### config.mk
export PLATFORM = sky130hd
export DESIGN_NAME = gray_bin_pipe
export DESIGN_NICKNAME = d
export VERILOG_FILES = /design/src/rtl/gray_bin_pipe.sv
export SDC_FILE = /design/constraint.sdc
export NUM_CORES = 1
export LEC_CHECK = 0
export ABC_AREA = 0
export CAP_MARGIN = 20
export CORE_ASPECT_RATIO = 0.6
export CORE_MARGIN = 2
export CORE_UTILIZATION = 54
export CTS_CLUSTER_DIAMETER = 150
export DETAILED_ROUTE_END_ITERATION = 6
export PLACE_DENSITY = 0.91
export SLEW_MARGIN = 20
export SYNTH_ARGS = -nofsm -noshare
export SYNTH_HDL_FRONTEND = slang
export SYNTH_SLANG_ARGS = --single-unit
### constraint.sdc
create_clock -name clk -period 4 [get_ports clk]
set_clock_uncertainty 0.05 [all_clocks]
set_input_delay 0.8 -clock clk [delete_from_list [all_inputs] [get_ports clk]]
set_output_delay 0.8 -clock clk [all_outputs]
set_load 0.005 [all_outputs]
### src/rtl/gray_bin_pipe.sv
// gray_bin_pipe: pipelined Gray<->binary converter with valid/ready handshakes on both sides.
//
// Every accepted word carries its own direction bit. Gray->binary words are resolved
// MSB-first across STAGES register stages, at most ceil(WIDTH/STAGES) bits per stage.
// Binary->Gray words are converted in stage 0 and then delayed, so both directions have
// the same fixed latency of STAGES cycles and results never reorder.
// Gray->binary inputs are also checked against the previous Gray->binary input: if they
// differ in more than one bit, the result is flagged and a saturating counter records it.
//
// Ports:
//   clk        rising-edge clock
//   rst_n      asynchronous active-low reset
//   in_valid   input word present
//   in_ready   block accepts a word this cycle (combinational from out_ready/out_valid)
//   in_mode    0 = Gray->binary, 1 = binary->Gray
//   in_data    word to convert
//   out_valid  result present
//   out_ready  downstream accepts the result
//   out_data   converted word
//   out_mode   in_mode of this result
//   step_err   this Gray->binary result broke the one-bit-step rule
//   err_count  saturating count of step errors transferred out
//   clr_err    synchronous clear of err_count, wins over a simultaneous increment

module gray_bin_pipe #(
  parameter int unsigned WIDTH  = 4,
  parameter int unsigned STAGES = 2,
  parameter int unsigned ERRW   = 8
) (
  input  logic             clk,
  input  logic             rst_n,
  input  logic             in_valid,
  output logic             in_ready,
  input  logic             in_mode,
  input  logic [WIDTH-1:0] in_data,
  output logic             out_valid,
  input  logic             out_ready,
  output logic [WIDTH-1:0] out_data,
  output logic             out_mode,
  output logic             step_err,
  output logic [ERRW-1:0]  err_count,
  input  logic             clr_err
);

  // Gray bits resolved per stage.
  localparam int unsigned Chunk = (WIDTH + STAGES - 1) / STAGES;

  localparam logic [ERRW-1:0] CntMax = '1;

  // Resolve the slice of the XOR prefix chain owned by stage s. Bits above the slice are
  // already binary, bits below it are still Gray, so the chain can be continued in place.
  function automatic logic [WIDTH-1:0] g2b_part(input logic [WIDTH-1:0] w, input int s);
    logic [WIDTH-1:0] r;
    int               hi;
    int               lo;
    r  = w;
    hi = int'(WIDTH) - 1 - s * int'(Chunk);
    lo = int'(WIDTH) - (s + 1) * int'(Chunk);
    for (int i = int'(WIDTH) - 2; i >= 0; i--) begin
      if (i <= hi && i >= lo) begin
        r[i] = r[i+1] ^ r[i];
      end
    end
    return r;
  endfunction

  // Stage registers; the last stage drives the outputs directly.
  logic [STAGES-1:0] valid_q;
  logic [STAGES-1:0] mode_q;
  logic [STAGES-1:0] err_q;
  logic [WIDTH-1:0]  data_q [STAGES];

  // Next-state candidates for each stage when the pipeline advances.
  logic [STAGES-1:0] src_valid;
  logic [STAGES-1:0] src_mode;
  logic [STAGES-1:0] src_err;
  logic [WIDTH-1:0]  src_data [STAGES];

  // Gray history for the step check.
  logic [WIDTH-1:0] hist_q;
  logic             hist_vld_q;

  logic [ERRW-1:0] err_cnt_q;

  logic             adv;
  logic             accept;
  logic [WIDTH-1:0] diff;
  logic             multi_bit;
  logic             new_err;
  logic [WIDTH-1:0] b2g;

  // The whole pipeline moves in lockstep: it advances whenever the output slot is free
  // or being drained this cycle.
  assign adv      = out_ready | ~valid_q[STAGES-1];
  assign in_ready = adv;
  assign accept   = in_valid & in_ready;

  // More than one differing bit <=> clearing the lowest set bit leaves something set.
  assign diff      = in_data ^ hist_q;
  assign multi_bit = |(diff & (diff - WIDTH'(1)));
  assign new_err   = ~in_mode & hist_vld_q & multi_bit;

  assign b2g = in_data ^ (in_data >> 1);

  always_comb begin
    for (int s = 0; s < int'(STAGES); s++) begin
      src_valid[s] = 1'b0;
      src_mode[s]  = 1'b0;
      src_err[s]   = 1'b0;
      src_data[s]  = '0;
    end

    src_valid[0] = accept;
    src_mode[0]  = in_mode;
    src_err[0]   = new_err;
    src_data[0]  = in_mode ? b2g : g2b_part(in_data, 0);

    for (int s = 1; s < int'(STAGES); s++) begin
      src_valid[s] = valid_q[s-1];
      src_mode[s]  = mode_q[s-1];
      src_err[s]   = err_q[s-1];
      // Binary->Gray words are already final; they only ride along.
      src_data[s]  = mode_q[s-1] ? data_q[s-1] : g2b_part(data_q[s-1], s);
    end
  end

  always_ff @(posedge clk or negedge rst_n) begin
    if (!rst_n) begin
      valid_q <= '0;
      mode_q  <= '0;
      err_q   <= '0;
      for (int s = 0; s < int'(STAGES); s++) begin
        data_q[s] <= '0;
      end
    end else if (adv) begin
      valid_q <= src_valid;
      // Bubbles never carry an error flag, so step_err cannot be seen without out_valid.
      err_q   <= src_valid & src_err;
      for (int s = 0; s < int'(STAGES); s++) begin
        if (src_valid[s]) begin
          data_q[s] <= src_data[s];
          mode_q[s] <= src_mode[s];
        end
      end
    end
  end

  // Only Gray->binary transfers touch the history.
  always_ff @(posedge clk or negedge rst_n) begin
    if (!rst_n) begin
      hist_q     <= '0;
      hist_vld_q <= 1'b0;
    end else if (accept && !in_mode) begin
      hist_q     <= in_data;
      hist_vld_q <= 1'b1;
    end
  end

  always_ff @(posedge clk or negedge rst_n) begin
    if (!rst_n) begin
      err_cnt_q <= '0;
    end else if (clr_err) begin
      err_cnt_q <= '0;
    end else if (valid_q[STAGES-1] && out_ready && err_q[STAGES-1] && (err_cnt_q != CntMax)) begin
      err_cnt_q <= err_cnt_q + ERRW'(1);
    end
  end

  assign out_valid = valid_q[STAGES-1];
  assign out_data  = data_q[STAGES-1];
  assign out_mode  = mode_q[STAGES-1];
  assign step_err  = err_q[STAGES-1];
  assign err_count = err_cnt_q;

endmodule

Yosys cells after proc, flatten, opt, wreduce, memory -nomap -nowiden
Cells that the tools add are included.
{"block": "word_totals", "in_bits": 10, "out_inout_bits": 16, "regBits": 27}
{"block": "op_classes", "reduce_logical": 9, "add_sub_neg": 2, "bitwise": 13, "n_mux": 4, "n_eq_ne": 1}
{"op": "$mux W8", "n": 2}
{"op": "$add A8 B1 Y8 const B", "n": 1}
{"op": "$ne A8 B8 Y1 const B", "n": 1}
{"op": "$and A4 B4 Y4", "n": 1}
{"op": "$logic_and A1 B1 Y1", "n": 4}
{"op": "$mux W4", "n": 1}
{"op": "$reduce_and A2 Y1", "n": 2}
{"op": "$reduce_or A4 Y1", "n": 1}
{"op": "$sub A4 B1 Y4 const B", "n": 1}
{"op": "$xor A4 B3 Y4", "n": 1}
{"op": "$xor A4 B4 Y4", "n": 1}
{"op": "$and A1 B1 Y1", "n": 3}
{"op": "$xor A1 B1 Y1", "n": 3}
{"op": "$and A2 B2 Y2", "n": 1}
{"op": "$mux W2", "n": 1}
{"op": "$not A1 Y1", "n": 2}
{"op": "$reduce_bool A2 Y1", "n": 1}
{"op": "$logic_not A1 Y1", "n": 1}
{"op": "$or A1 B1 Y1", "n": 1}

Longest topological paths before layout
{"block": "depth", "depth_word": 6, "depth_mapped": 5, "mapped_depth_nobuf": 5}

Worst setup path before layout
OpenSTA, ideal clock, no wires.
{"block": "synth_path", "path_type": "input to output", "startpoint": "input port out_ready", "endpoint": "output port in_ready", "path_slack_ps": 2033, "arrival_ps": 1117, "n_path_buf": 0, "cell_stages": 2, "t_required_ps": 3150, "path_cell_list": "and2b_1 inv_1"}
{"block": "synth_via", "elab_chain_cells": 1}
{"element": "start, declared", "line_no": "37", "rtl": "input logic out_ready,"}
{"element": "$or A1 B1 Y1", "line_no": "94", "rtl": "assign adv = out_ready | ~valid_q[STAGES-1];"}
{"element": "end, declared", "line_no": "33", "rtl": "output logic in_ready,"}
No other way between the ends.

Worst setup path after layout
Ends and elaborated chain as after synthesis.

==> flow_summary.ini <==
[status]
status = complete, no violations

[setup_path]
critPathMaxStageDelay_ps = 540
rr_endpoint = hist_q[2]
r2r_slack_ps = 2330
rr_worst_depth = 5
path_class = in2out
path_cells = clkdlybuf4s50_1 > and2b_1 > inv_1 > clkdlybuf4s50_1
timing.critical_path.mode_cell = clkdlybuf4s50_1
worst-path-max-fanout = 5
critPathBufInv = 3
cp.required_ps = 3150
end_kind = primary output
crit_arrival_ps = 2210
critPathLaunchType = primary input
critPathTopFamily = buffers and inverters
worstReg2RegStart = valid_q[1]
crit_slowest_cell = clkdlybuf4s50_1

[worst_hold_path]
holdCritStartpoint = hist_vld_q
whs_path_depth = 1
whs_endpoint = hist_vld_q
worstHoldPathType = reg2reg

[clocking]
cts.path.max_buffers = 2
cts.clk_slew.worst_paths_ps = 100
ctsHoldBuffers = 0
cts_setup_buffers = 0
cts_sinks = 27
cts_made_buffers = 3
cts_tree = built
h-tree-depth = 1
clk_latency_ps = 270
root_buffer = clkbuf_8
cts.repair.resized = 0

[timing]
drv_slew = 0
max_freq_ghz = 0.327
period_needed_ps = 3060
hold_slack_ps = 431
rsz0062_at_grt = false
hold_violations = 0
fin_crit_sh = 0.764
finalSetupTns_ps = 0
timing.slew.headroom = 0.601
worst_pin_slew_ps = 598
fin_ws_ps = 944
setup_viol = 0

[floorplan]
io_pins = 26
row_count = 13
coreArea_sq_um = 2210
start_util = 0.587
die_h_microns = 42.0
die-area_sq_um = 2820
chipWidth_microns = 67.3

[power]
max-vdd-ir-drop_v = 0.000222
switching_share = 0.277
p_leak_nw = 0.679
p_seq_frac = 0.524
total_power_mw = 0.668
power_density_nw_per_um2 = 420
combPwrFrac = 0.240
intPower_mw = 0.483
power_switching_mw = 0.185
power_frac_clock = 0.236

[synth]
synth.yosys.seq_area_share = 0.521
synth-xor-area-share = 0.0810
synthDistinctLibCells = 37
synth_warnings = 0
yosys-top-cells-area = dfrtp_1 (52%), mux2_2 (7.8%), xor2_1 (5.4%)
syn_area_sq_um = 1300
synth_top_family_by_area = simple AND/OR/NAND/NOR gates
synthMuxAreaShare = 0.0935
synth-simple-area-share = 0.176
synth_area_leader_cell = dfrtp_1
synth_compound_area_frac = 0.0829
ys_seq_elements = 27
synthesis.nets = 128
syn_area_per_cell_sq_um = 11.1
syn_inst = 117
synth_top_area_frac = 0.521
synth_fa_ha_area_frac = 0.00964

[place]
hpwl_microns = 2070
port_buffers = 25
dp_slack_ps = 965
gp_congestion = 0.834

[run]
maxCapViolCount = 0

[detailed_routing]
wire_per_inst_microns = 16.2
drt_wl_total_microns = 2750
drtPass1Iterations = 4
drc_errors = 0
drt-initial-drc-count = 77
ant_nets = 0
vias = 951
via_per_inst = 5.59

[global_routing]
track_usage = 0.228
grt_pass1_vias = 976
antenna_found_initial = 0
grt_pass1_wl_microns = 4660
grt_max_degree = 28
overflow = 0

[finish]
final_cell_mix = dfrtp_1 (27), clkdlybuf4s50_1 (24), nand2_1 (15)
nets = 152
layout-drive-gt1-share = 0.143
fillers = 158
syn_to_final_growth_pct = 22.6
num_antenna_cells = 0
mostFrequentLayoutCell = dfrtp_1
routing by layer:
| layer | global-route usage | vias up | share of wire |
|---|---|---|---|
| li1 | - | 450 | - |
| met1 | 0.285 | 465 | 0.43 |
| met2 | 0.368 | 28 | 0.50 |
| met3 | 0.0726 | 8 | 0.046 |
| met4 | 0.0898 | 0 | 0.020 |
| met5 | 0 | - | 0 |
final cells by class:
class | count | area [sq um] | share of cell area
Sequential cell | 27 | 676 | 0.425
Clock buffer | 3 | 41.3 | 0.0260
Inverter | 2 | 7.51 | 0.00472
Clock inverter | 1 | 7.51 | 0.00472
Tap cell | 30 | 37.5 | 0.0236
Multi-Input combinational cell | 82 | 576 | 0.362
Timing Repair Buffer | 25 | 245 | 0.154
worst max path at each step:
stage | from | end | slack, ps | cells after the start
global placement | out_ready | in_ready | 1000 | 4
CTS | out_ready | in_ready | 960 | 4
global route | out_ready | in_ready | 900 | 4
detailed placement | out_ready | in_ready | 970 | 4
finish | out_ready | in_ready | 940 | 4
floorplan | out_ready | in_ready | 2030 | 2
power groups by stage:
stage          clock [mW]  sequential, mW  combinational (mW)
6_report            0.158           0.350               0.160
5_1_grt             0.177           0.355               0.173
4_1_cts             0.161           0.350               0.162
3_5_place_dp            0           0.356               0.161
3_3_place_gp            0           0.349               0.153
2_1_floorplan           0           0.346               0.103
registers in the layout (all words and copies together) (netlist names):
name	flops
hist_q	4
mode_q	2
valid_q	2
err_count	8
data_q	4
hist_vld_q	1
out_data	4
err_q	2
Yosys cell counts, drive strengths merged:
cell / number
dfrtp: 27
nand2: 16
mux2: 9
xor2: 8
nor2: 7
o21ai: 7
buf: 6
xnor2: 4
a21oi: 3
and3: 3
nand3: 3
a211oi: 2
inv: 2
mux2i: 2
nand4: 2
or3: 2
a311oi: 1
a32o: 1
and2: 1
and2b: 1
and4: 1
ha: 1
nand2b: 1
nor2b: 1
nor3: 1
nor4: 1
o2111ai: 1
o21a: 1
o31ai: 1
or2: 1
kinds of logic (layout without fill, tap and decap cells):
family | count (synthesis) | after routing
muxes | 11 | 11
buffers and inverters | 8 | 31
DFF | 27 | 27
adders and majority gates | 1 | 1
and+or+nand+nor | 41 | 41
AOI/OAI and AO/OA | 17 | 17
xor gates and xnor gates | 12 | 12
per-stage QoR:
step | util | cell area [sq um] | instances
after floorplan | - | 1300 | 117
after global placement | 0.699 | 1550 | 166
after detailed placement | 0.697 | 1540 | 166
after CTS | 0.719 | 1590 | 170
after global routing | 0.719 | 1590 | 170
final | 0.719 | 1590 | 170
Note: power is estimated with default switching activity, not from simulation.
==> RTL edit (same flow settings) <==
Add an input register stage for `in_mode`, cleared by the reset; this delays it by one clock. The other inputs are not delayed to match.
--- a/src/rtl/gray_bin_pipe.sv
+++ b/src/rtl/gray_bin_pipe.sv
@@ -48,2 +48,12 @@
   localparam logic [ERRW-1:0] CntMax = '1;
+
+  logic in_mode_q;
+
+  always_ff @(posedge clk or negedge rst_n) begin
+    if (!rst_n) begin
+      in_mode_q <= '0;
+    end else begin
+      in_mode_q <= in_mode;
+    end
+  end
 
@@ -100,3 +110,3 @@
   assign multi_bit = |(diff & (diff - WIDTH'(1)));
-  assign new_err   = ~in_mode & hist_vld_q & multi_bit;
+  assign new_err   = ~in_mode_q & hist_vld_q & multi_bit;
 
@@ -113,5 +123,5 @@
     src_valid[0] = accept;
-    src_mode[0]  = in_mode;
+    src_mode[0]  = in_mode_q;
     src_err[0]   = new_err;
-    src_data[0]  = in_mode ? b2g : g2b_part(in_data, 0);
+    src_data[0]  = in_mode_q ? b2g : g2b_part(in_data, 0);
 
@@ -152,3 +162,3 @@
       hist_vld_q <= 1'b0;
-    end else if (accept && !in_mode) begin
+    end else if (accept && !in_mode_q) begin
       hist_q     <= in_data;
Function: changed (Yosys sat finds a counterexample within 4 cycles, from zero or initial values and one cycle with rst_n low).
==> RTL edit against the original RTL <==
Routed wire length down 3.9%. First-iteration DRC count up 7.8%. Die area up 1.2%. Sequential cell count up 1. Clock power up 39%. Combinational power about the same. Global-route usage down 1.3 points. Worst setup slack better by 95 ps. Non-clock buffer count up 1. Final area up 3.5%. Final cell count up 1.8%. Synthesized area up 1.3%. Total power up 10%. Largest power group unchanged.
==> RTL edit: results <==
pwr:
  switching_share: 0.241
  p_leak_nw: 0.705
  peakVddDrop_uv: 311
  p_comb_frac: 0.217
  p_seq_frac: 0.487
placed_design:
  place_ws_ps: 1060
  gp_congestion: 0.895
  placed_area_mm2: 0.00158
  dp_hpwl_mm: 1.96
  dp.cells: 169
yosys:
  synth_cell_types: 30
  synth_area_leaders: "dfrtp_1, mux2_2, xor2_1, nand2_1, xnor2_1"
  synthArstFlopShare: 1.00
  synth_compound_area_frac: 0.0886
  synthXorXnorAreaFrac: 0.0733
  syn_area_per_cell_um2: 11.1
  synthAdderAreaFrac: 0.00952
  synth_commonest_cells: "dfrtp_1, nand2_1, mux2_2, nor2_1, xor2_1"
  muxShareOfSynthArea: 0.0924
  synth.net_count: 129
  ys_seq_area_frac: 0.533
route:
  drt_iter0_markers: 83
  via_per_inst: 5.44
  drt-total-wl_mm: 2.64
  vias: 941
clock_tree:
  cts_resized: 0
  clk_pin_slew_ps: 80
  cts_made_buffers: 3
layout:
  diodes: 0
  layout-drive-gt1-share: 0.147
  layout.nets: 155
setup_path:
  r2r_slack_ps: 2290
  worstReg2RegStart: "err_count[0]"
  timing.rr.end: "err_count[4]"
  cp.arrival_ps: 2110
grt:
  grt_use_total: 0.216
  grt_max_degree: 29
  grt_pass1_vias: 933
  grt_pass1_wl_mm: 4.39
run_status:
  status: "completed"
sta:
  hold_ws_ps: 431
  finalCritPeriodShare: 0.740
  relSlewSlack: 0.701
worst_hold_path:
  hp-class: "reg2reg"
  hold_depth: 1
-- RTL edit: cell types whose count changed after synthesis, sizes merged, moves of 2 or more --
| cell | before | now |
|---|---|---|
| a211oi | 2 | 4 |
| nor2b | 1 | 3 |
| nand4 | 2 | 0 |
| nand2b | 1 | 3 |
-- RTL edit: cell families after synthesis --
group | Yosys count
compound gates | 18
buf+inv | 6
simple gates | 43
xor+xnor | 11
fa+ha+maj | 1
mux | 11
flops | 28
-- RTL edit: cell type report --
cell class              count  area [um^2]
flip-flops and latches     28          701
fillers                   123          582
multi-input cells          84          576
repair buffers             26          258
clock buffers               3         41.3
well taps                  30         37.5
clock inverters             1         30.0
inverters                   1         3.75
-- RTL edit: per-layer routing --
layer  vias up  global-route usage  share of wire
li1        458                   -              -
met1       452               0.277           0.44
met2        27               0.347           0.50
met3         4              0.0645          0.037
met4         0              0.0735          0.014
met5         -                   0              0
-- RTL edit: critical path, stage by stage --
cell and delay [ps]:
clkdlybuf4s50_1 550, nor2b_4 70, inv_1 150, clkdlybuf4s50_1 530
